## src/rtl/id_stage_hs.sv

```systemverilog
// Instruction-decode stage: register file with write-through bypass, RV32I
// immediate generation, control decode, early branch/jump resolution and an
// ID/EX pipeline register with a valid/ready handshake.
module id_stage_hs #(
   parameter int XLEN   = 32,
   parameter int NREG   = 32,
   parameter int BYPASS = 1,
   localparam int AW    = $clog2(NREG)
) (
   input  logic            clk,
   input  logic            reset,
   input  logic            in_valid,
   output logic            in_ready,
   input  logic [XLEN-1:0] pc_in,
   input  logic [31:0]     instr_in,
   input  logic            stall,
   input  logic            flush,
   input  logic            wb_we,
   input  logic [AW-1:0]   wb_rd,
   input  logic [XLEN-1:0] wb_data,
   input  logic [1:0]      fwd_a,
   input  logic [1:0]      fwd_b,
   input  logic [XLEN-1:0] mem_data,
   output logic            out_valid,
   input  logic            out_ready,
   output logic [XLEN-1:0] out_pc,
   output logic [XLEN-1:0] out_rs1_data,
   output logic [XLEN-1:0] out_rs2_data,
   output logic [XLEN-1:0] out_imm,
   output logic [AW-1:0]   out_rd,
   output logic [AW-1:0]   out_rs1,
   output logic [AW-1:0]   out_rs2,
   output logic [2:0]      out_funct3,
   output logic [6:0]      out_funct7,
   output logic [7:0]      out_ctl,
   output logic            out_jal,
   output logic            out_jalr,
   output logic            redirect,
   output logic [XLEN-1:0] redirect_pc
);

   localparam logic [6:0] OP_LOAD   = 7'b0000011;
   localparam logic [6:0] OP_STORE  = 7'b0100011;
   localparam logic [6:0] OP_OP     = 7'b0110011;
   localparam logic [6:0] OP_OPIMM  = 7'b0010011;
   localparam logic [6:0] OP_BRANCH = 7'b1100011;
   localparam logic [6:0] OP_JAL    = 7'b1101111;
   localparam logic [6:0] OP_JALR   = 7'b1100111;
   localparam logic [6:0] OP_LUI    = 7'b0110111;
   localparam logic [6:0] OP_AUIPC  = 7'b0010111;

   logic [XLEN-1:0]   r_rf [NREG];
   logic              r_valid;
   logic [XLEN-1:0]   r_pc, r_rs1_data, r_rs2_data, r_imm;
   logic [AW-1:0]     r_rd, r_rs1, r_rs2;
   logic [2:0]        r_funct3;
   logic [6:0]        r_funct7;
   logic [7:0]        r_ctl;
   logic              r_jal, r_jalr;

   logic [6:0]        w_opcode;
   logic [2:0]        w_funct3;
   logic [AW-1:0]     w_rs1_idx, w_rs2_idx, w_rd_idx;
   logic              w_rs2_zero, w_is_branch, w_is_jal, w_is_jalr, w_taken;
   logic [7:0]        w_ctl;
   logic signed [31:0] w_imm32;
   logic [XLEN-1:0]   w_imm, w_rs1_data, w_rs2_data, w_op_a, w_op_b, w_jalr_sum;
   logic              w_transfer;

   assign w_opcode  = instr_in[6:0];
   assign w_funct3  = instr_in[14:12];
   assign w_rd_idx  = instr_in[7 +: AW];
   assign w_rs1_idx = instr_in[15 +: AW];
   assign w_rs2_idx = w_rs2_zero ? {AW{1'b0}} : instr_in[20 +: AW];
   assign w_imm     = XLEN'(w_imm32);

   // Opcode decode: control word, immediate format, rs2 suppression, jump flags.
   always_comb begin
      w_ctl       = 8'h00;
      w_imm32     = 32'sd0;
      w_rs2_zero  = 1'b0;
      w_is_branch = 1'b0;
      w_is_jal    = 1'b0;
      w_is_jalr   = 1'b0;
      case (w_opcode)
         OP_LOAD: begin
            w_ctl = 8'hF0; w_rs2_zero = 1'b1;
            w_imm32 = {{20{instr_in[31]}}, instr_in[31:20]};
         end
         OP_STORE: begin
            w_ctl = 8'h88;
            w_imm32 = {{20{instr_in[31]}}, instr_in[31:25], instr_in[11:7]};
         end
         OP_OP: w_ctl = 8'h22;
         OP_OPIMM: begin
            w_ctl = 8'hA3; w_rs2_zero = 1'b1;
            w_imm32 = {{20{instr_in[31]}}, instr_in[31:20]};
         end
         OP_BRANCH: begin
            w_ctl = 8'h05; w_is_branch = 1'b1;
            w_imm32 = {{20{instr_in[31]}}, instr_in[7], instr_in[30:25], instr_in[11:8], 1'b0};
         end
         OP_JAL: begin
            w_ctl = 8'h20; w_rs2_zero = 1'b1; w_is_jal = 1'b1;
            w_imm32 = {{12{instr_in[31]}}, instr_in[19:12], instr_in[20], instr_in[30:21], 1'b0};
         end
         OP_JALR: begin
            w_ctl = 8'h20; w_rs2_zero = 1'b1; w_is_jalr = 1'b1;
            w_imm32 = {{20{instr_in[31]}}, instr_in[31:20]};
         end
         OP_LUI, OP_AUIPC: begin
            w_ctl = 8'hA0; w_rs2_zero = 1'b1;
            w_imm32 = {instr_in[31:12], 12'h000};
         end
         default: begin
            w_ctl = 8'h00;
         end
      endcase
   end

   // Register file read with optional forwarding of a same-cycle writeback.
   always_comb begin
      w_rs1_data = r_rf[w_rs1_idx];
      w_rs2_data = r_rf[w_rs2_idx];
      if (BYPASS == 1 && wb_we && wb_rd == w_rs1_idx && w_rs1_idx != {AW{1'b0}}) begin
         w_rs1_data = wb_data;
      end else begin
         w_rs1_data = r_rf[w_rs1_idx];
      end
      if (BYPASS == 1 && wb_we && wb_rd == w_rs2_idx && w_rs2_idx != {AW{1'b0}}) begin
         w_rs2_data = wb_data;
      end else begin
         w_rs2_data = r_rf[w_rs2_idx];
      end
   end

   // Compare operand selection and branch/jump taken evaluation.
   always_comb begin
      w_op_a  = (fwd_a == 2'b10) ? mem_data : ((fwd_a == 2'b01) ? wb_data : w_rs1_data);
      w_op_b  = (fwd_b == 2'b10) ? mem_data : ((fwd_b == 2'b01) ? wb_data : w_rs2_data);
      w_taken = 1'b0;
      if (w_is_jal || w_is_jalr) begin
         w_taken = 1'b1;
      end else if (w_is_branch) begin
         case (w_funct3)
            3'b000:  w_taken = (w_op_a == w_op_b);
            3'b001:  w_taken = (w_op_a != w_op_b);
            3'b100:  w_taken = ($signed(w_op_a) <  $signed(w_op_b));
            3'b101:  w_taken = ($signed(w_op_a) >= $signed(w_op_b));
            3'b110:  w_taken = (w_op_a <  w_op_b);
            3'b111:  w_taken = (w_op_a >= w_op_b);
            default: w_taken = 1'b0;
         endcase
      end else begin
         w_taken = 1'b0;
      end
   end

   assign w_jalr_sum  = w_op_a + w_imm;
   assign redirect_pc = w_is_jalr ? {w_jalr_sum[XLEN-1:1], 1'b0} : (pc_in + w_imm);
   assign redirect    = in_valid && !stall && !flush && w_taken;
   assign in_ready    = !stall && !flush && (!r_valid || out_ready);
   assign w_transfer  = in_valid && in_ready;

   // Register file write; entry 0 is never written so x0 stays zero.
   always_ff @(posedge clk or negedge reset) begin
      if (!reset) begin
         for (int i = 0; i < NREG; i++) r_rf[i] <= {XLEN{1'b0}};
      end else if (wb_we && wb_rd != {AW{1'b0}}) begin
         r_rf[wb_rd] <= wb_data;
      end
   end

   // ID/EX register: flush, then transfer, then drain to a bubble, else hold.
   always_ff @(posedge clk or negedge reset) begin
      if (!reset) begin
         r_valid <= 1'b0;        r_pc <= {XLEN{1'b0}};
         r_rs1_data <= {XLEN{1'b0}}; r_rs2_data <= {XLEN{1'b0}};
         r_imm <= {XLEN{1'b0}};  r_rd <= {AW{1'b0}};
         r_rs1 <= {AW{1'b0}};    r_rs2 <= {AW{1'b0}};
         r_funct3 <= 3'b000;     r_funct7 <= 7'b0000000;
         r_ctl <= 8'h00;         r_jal <= 1'b0;  r_jalr <= 1'b0;
      end else if (flush) begin
         r_valid <= 1'b0;
         r_ctl   <= 8'h00;
      end else if (w_transfer) begin
         r_valid <= 1'b1;        r_pc <= pc_in;
         r_rs1_data <= w_rs1_data; r_rs2_data <= w_rs2_data;
         r_imm <= w_imm;         r_rd <= w_rd_idx;
         r_rs1 <= w_rs1_idx;     r_rs2 <= w_rs2_idx;
         r_funct3 <= w_funct3;   r_funct7 <= instr_in[31:25];
         r_ctl <= w_ctl;         r_jal <= w_is_jal;  r_jalr <= w_is_jalr;
      end else if (out_ready) begin
         r_valid <= 1'b0;
         r_ctl   <= 8'h00;
      end else begin
         r_valid <= r_valid;
      end
   end

   assign out_valid    = r_valid;
   assign out_pc       = r_pc;
   assign out_rs1_data = r_rs1_data;
   assign out_rs2_data = r_rs2_data;
   assign out_imm      = r_imm;
   assign out_rd       = r_rd;
   assign out_rs1      = r_rs1;
   assign out_rs2      = r_rs2;
   assign out_funct3   = r_funct3;
   assign out_funct7   = r_funct7;
   assign out_ctl      = r_ctl;
   assign out_jal      = r_jal;
   assign out_jalr     = r_jalr;

endmodule

```

## config.mk

```make
export PLATFORM = sky130hd
export DESIGN_NAME = id_stage_hs
export DESIGN_NICKNAME = d
export VERILOG_FILES = /design/src/rtl/id_stage_hs.sv
export SDC_FILE = /design/constraint.sdc
export NUM_CORES = 2
export LEC_CHECK = 0
export ABC_AREA = 1
export BUFFER_PORTS_ARGS = -buffer_cell sky130_fd_sc_hd__buf_4
export CORE_ASPECT_RATIO = 1.4
export CORE_UTILIZATION = 45
export DETAILED_ROUTE_END_ITERATION = 8
export GPL_TIMING_DRIVEN = 1
export HOLD_SLACK_MARGIN = 0.02
export SYNTH_ARGS = -nofsm -noshare
export SYNTH_HDL_FRONTEND = slang
export SYNTH_SLANG_ARGS = --single-unit
```

## constraint.sdc

```tcl
create_clock -name clk -period 22.4 [get_ports clk]
set_clock_uncertainty 0.1 [all_clocks]
set_input_delay 6.72 -clock clk [delete_from_list [all_inputs] [get_ports clk]]
set_output_delay 6.72 -clock clk [all_outputs]
set_load 0.01 [all_outputs]
```

* Yosys cells after proc, flatten, opt, wreduce, memory -nomap -nowiden
Cells that the tools add are included.
** Storage, ports and cells
- Register bits after elaboration :: 1188
- Word-level logic and storage cells :: 140
- Input port bits :: 144
- Output and inout port bits :: 198
** Operators by class
- Multiplexer cells :: 32
- Bitwise gates (word level) :: 4
- $add $sub $neg :: 2
- $lt $le $gt $ge :: 8
- Eq/ne operators :: 22
- Reductions and logical operators :: 27
** Operators with widths (count)
- 1024-bit bitwise mux :: 1
- 32-bit 2-to-1 mux :: 12
- 32-bit binary-select mux with 5-bit select :: 2
- 32-bit demux with 5-bit select :: 1
- 32-bit case mux with 5 select lines :: 1
- 32-bit adder :: 2
- 32-bit greater-or-equal comparator :: 2
- 32-bit < comparator :: 2
- 8-bit case mux with 7 select lines :: 1
- 32-bit == test :: 1
- 32-bit != test :: 1
- 8-bit 2-to-1 mux :: 3
- 7-bit by 6-bit == test with 1-bit output, second input constant :: 3
- 7-bit == test, second input constant :: 3
- 6-bit greater-or-equal comparator, second input constant :: 3
- 5-bit NOT with 6-bit output :: 3
- 5-bit nonzero test :: 3
- 7-bit by 5-bit == test with 1-bit output, second input constant :: 2
- 3-bit == test, second input constant :: 4
- 1-bit logical AND :: 12
- 5-bit == test :: 2
- 1-bit 2-to-1 mux :: 9
- 7-bit by 2-bit == test with 1-bit output, second input constant :: 1
- 6-bit by 1-bit < comparator with 1-bit output, second input constant :: 1
- other kinds (14) :: 20

* Longest topological paths before layout
- Depth in word-level cells :: 16
- Mapped depth :: 37
- Mapped depth without buffers :: 34

* Least setup slack after synthesis
OpenSTA, ideal clock, no wires.
- Path type :: in2out
- Start :: input port instr_in[15]
- End :: output port redirect_pc[30]
- Cell stages on the path :: 30
- Arrival :: 10.272 ns
- Required time :: 15.580 ns
- Slack :: 5.308 ns
- Path buffers :: 5
- Cell sequence :: inv_2 buf_4 buf_4 buf_2 buf_2 clkbuf_1 nor2_1 o21ai_0 nor2_1 o221ai_1 nand3_1 o21ai_0 nor2_1 o22ai_1 ha_1 a21o_1 inv_1 o21ai_0 a21oi_1 o21ai_0 a21o_1 nand3_1 nand3_1 nand2_1 nand2_1 nand2_1 nand3b_1 a21oi_1 o21ai_0 nand2_1
** Between the ends
- Cells in the longest elaborated chain, start to end :: 9
- Elaborated cells on any way between the ends :: 15
- Those cells by class :: add/sub (2); eq/ne (1); mux (8); bitwise (1); reduce/logical (3)
** Ends and longest elaborated chain
- start: declaration :: RTL line 15 : input logic [31:0] instr_in,
- 5-bit NOT with 6-bit output (implied by the code) :: RTL line 128 : w_rs1_data = r_rf[w_rs1_idx];
- 32-bit binary-select mux with 5-bit select :: RTL line 128
- 32-bit 2-to-1 mux (implied by the code) (2 in a row) :: RTL line 128
- 32-bit 2-to-1 mux :: RTL line 125 : if (BYPASS == 1 && wb_we && wb_rd == w_rs1_idx && w_rs1_idx != {AW{1'b0}}) begin
- 32-bit 2-to-1 mux (2 in a row) :: RTL line 139 : w_op_a = (fwd_a == 2'b10) ? mem_data : ((fwd_a == 2'b01) ? wb_data : w_rs1_data);
- 32-bit adder :: RTL line 159 : assign w_jalr_sum = w_op_a + w_imm;
- 32-bit 2-to-1 mux (*) :: RTL line 160 : assign redirect_pc = w_is_jalr ? {w_jalr_sum[XLEN-1:1], 1'b0} : (pc_in + w_imm);
- end: declaration :: RTL line 39 : output logic [XLEN-1:0] redirect_pc
Every way passes the cells marked *; elsewhere a longest branch is shown, timed or not. The select of a mux whose other input is x is not followed.

* Worst setup path in the final report
- Start :: input port instr_in[1]
- End :: output port redirect
** Between the ends
- Cells in the longest elaborated chain, start to end :: 16
- Elaborated cells on any way between the ends :: 35
- Those cells by class :: order compare (4); eq/ne (10); mux (14); bitwise (1); reduce/logical (6)
** Ends and longest elaborated chain
- 7-bit by 6-bit == test with 1-bit output (tied with other cells) :: RTL line 85 : case (w_opcode)
- 6-bit OR reduction (no source line)
- 1-bit 2-to-1 mux :: RTL line 85
- 5-bit 2-to-1 mux :: RTL line 74 : assign w_rs2_idx = w_rs2_zero ? {AW{1'b0}} : instr_in[20 +: AW];
- 5-bit NOT with 6-bit output (implied by the code) :: RTL line 133 : w_rs2_data = r_rf[w_rs2_idx];
- 32-bit binary-select mux with 5-bit select :: RTL line 133
- 32-bit 2-to-1 mux (implied by the code) (2 in a row) :: RTL line 133
- 32-bit 2-to-1 mux :: RTL line 130 : if (BYPASS == 1 && wb_we && wb_rd == w_rs2_idx && w_rs2_idx != {AW{1'b0}}) begin
- 32-bit 2-to-1 mux (2 in a row) :: RTL line 140 : w_op_b = (fwd_b == 2'b10) ? mem_data : ((fwd_b == 2'b01) ? wb_data : w_rs2_data);
- 32-bit greater-or-equal comparator (tied with other cells) :: RTL line 151 : 3'b111: w_taken = (w_op_a >= w_op_b);
- 1-bit case mux with 6 select lines :: RTL line 145 : case (w_funct3)
- 1-bit 2-to-1 mux :: RTL line 144 : end else if (w_is_branch) begin
- 1-bit 2-to-1 mux (*) :: RTL line 142 : if (w_is_jal || w_is_jalr) begin
- 1-bit logical AND (*) :: RTL line 161 : assign redirect = in_valid && !stall && !flush && w_taken;
- end: declaration :: RTL line 38 : output logic redirect,
Marked as above.

==> metrics <==
status complete, but fails checks; failing checks capacitance limit, slew limit; row count 168; post-synth top area share 43.74%; area of the core 149700 µm²; Netlist cell types 56; RSZ-0062 raised after global routing no; Root Buffer clkbuf_16; Hold Violations, Final 0; Seq cells post-synth 1187; Worst-path clk slew 0.06 ns; Area contributors post-synth dfrtp_1 (44%), o21ai_0 (16%), nand2_1 (11%); Slew Limit Fails 3; Post-DP Area 71200 µm²; Port-buffer cells 341; slew of the pin with the lowest slew margin 1.542 ns; critical setup path kind in -> out; Core Util, Final 50.45%; ys flop type dfrtp_1; endpoint type of the worst setup path output port; CP max FO 136; Initial Util 45.38%; Critical-path top delay cell buf_4; Post-DP HPWL 182200 µm; crit path DAT 13.57 ns; most used cell, CP nand2_1; CP max stage delay 0.93 ns; routed vias 69299; Clock Tree Buf Depth 3; min Tclk post-route 20.39 ns; syn nets 9612; Die Y 461.7 µm; GP Congestion 1.022; postcts setup bufs 0; vias in the first global route 63604; antenna violations before repair 12; Hold-fix buffers, CTS 0; area taken by multi-input logic gates 33040 µm²; die width 330.3 µm; DR WL/cell 26.74 µm; CTS Buf Count 120; first-pass GRT wire length 435800 µm; clock latency at the later pin of the worst-skew pair 0.80 ns; CTS H-tree lvls 3; P&R area growth vs syn 11.17%; total power 6.464 mW; largest net degree at the start of global routing 190; slew margin rel. -3.879%; Final #Nets 9406; Congestion Overflow GR 0; via-per-instance ratio 6.170; Worst Path Required 15.58 ns; Netlist Area Pre-Place 67920 µm²; Synth Instances 9373; Finish-stage setup viols 0; starting DRC count in detailed routing 9824; syn_area_per_cell 7.246 µm²; Top Ports 342; DIE AREA 152500 µm²; register area 29700 µm²; ys async rst share 100.0%; max_cap viols 1; # DRC 0; P_leak 34.87 nW; fmax 49.05 MHz; synth warn 0; VDD IR max 0.07574 mV; fin area 75500 µm²; Clock Sinks 1187; Post-synth EDFFs 0; DRT Pass-1 Iters 6; layout cell share with drive strength beyond 1 8.568%; Total Routed Length 300400 µm; GRT Total Usage 38.61%; Post-CTS Resized 0; pwr dens 85.62 nW/µm²; # fillers 14851; critical path startpoint category input pin; area leader, netlist dfrtp_1; CTS tree built; most frequent cells in the layout o21ai_0 (2225), nand2_1 (1916), dfrtp_1 (1187); register area share after synthesis 43.74%; Min Hold Slack 0.2986 ns; hold crit path type reg -> reg; final period utilization 91.01%; Routed Antenna Nets 0; setup_tns 0 ns; commonest non-fill, non-tap cell in the layout o21ai_0
-- power breakdown --
part / switching, mW / internal [mW]
Clock: 0.944 / 1.28
Sequential: 0.258 / 2.54
Combinational: 0.941 / 0.499
Total: 2.14 / 4.32
-- cell families (layout without fill, tap and decap cells) --
kind of cell	after synthesis	count (layout)	share of synthesized area, %
DFF	1187	1187	43.74
and+or+nand+nor	3516	3516	20.86
adders and majority gates	95	95	1.772
AOI/OAI and AO/OA	3203	3203	25.36
other	0	10	0
buffers and inverters	1354	1248	8.042
xor gates and xnor gates	18	18	0.2321
-- cell usage after synthesis, types with 5 or more instances --
library cell  count
o21ai_0        2235
dfrtp_1        1187
a31oi_1          18
buf_2           209
o32ai_1          13
xnor2_1           6
o22ai_1          70
buf_4            10
nand3_1         586
buf_1            37
nand2_1        1942
a21oi_1         437
clkbuf_1        557
o221ai_1         57
ha_1             93
o211ai_1        263
o21ai_1          59
o31ai_1           5
inv_2            10
a21boi_0          5
inv_1           506
nand4_1          13
nor2_1          905
clkinv_1         13
buf_6            10
xor2_1           12
a21o_1            5
nand3b_1          6
nor3_1           26
or2_2            24
o21a_1           15
-- state kept, by name (all words and copies together), names as in the netlist --
register      count
out_rs2           5
r_rf           1024
out_ctl           7
out_funct3        3
out_funct7        7
out_rs2_data     32
out_rs1           5
out_jal           1
out_valid         1
out_rd            5
out_pc           32
out_rs1_data     32
out_imm          32
out_jalr          1
-- routing by layer --
metal / GRT usage, % / routed length [µm] / up-vias
li1: - / - / 31191
met1: 49.91 / 115200 / 33116
met2: 59.22 / 132000 / 4115
met3: 7.306 / 31400 / 873
met4: 24.62 / 21770 / 4
met5: 0 / 27 / -
-- critical path: cells and delay by family --
| family | cells | cell delay, ns |
|---|---|---|
| buffers and inverters | 8 | 2.32 |
| AO/OA/AOI/OAI | 5 | 1.29 |
| adder cells (fa/ha/maj) | 1 | 0.27 |
| AND/OR/NAND/NOR | 22 | 2.76 |
-- per-stage QoR --
step	setup slack (ns)	std cells
2_1_floorplan	5.308	9373
3_3_place_gp	2.288	11000
3_5_place_dp	2.220	11000
4_1_cts	2.196	11222
5_1_grt	1.762	11229
6_report	2.014	11232
-- path summary, 6_finish.rpt --
path	start	to	slack, ns	cells after the start
worst max-delay path	instr_in[1]	redirect	2.01	36
worst min-delay path	r_rf[1018]	r_rf[1018]	0.30	0
worst max register to register	out_valid	out_rs2_data[31]	19.39	8
worst min register to register	r_rf[1018]	r_rf[1018]	0.30	0
max in group asynchronous	reset	r_rf[243]	12.81	5
min in group asynchronous	reset	out_imm[3]	5.69	1
-- final cells by class --
type	instances	area share [%]
Clock buffer	171	4.725
Sequential cell	1187	39.34
Clock inverter	51	0.9363
Timing Repair Buffer	495	5.273
Multi-Input combinational cell	6832	43.76
Tap cell	1955	3.240
Inverter	531	2.690
Antenna cell	10	0.03314
Power figures use the tool's default switching activity.
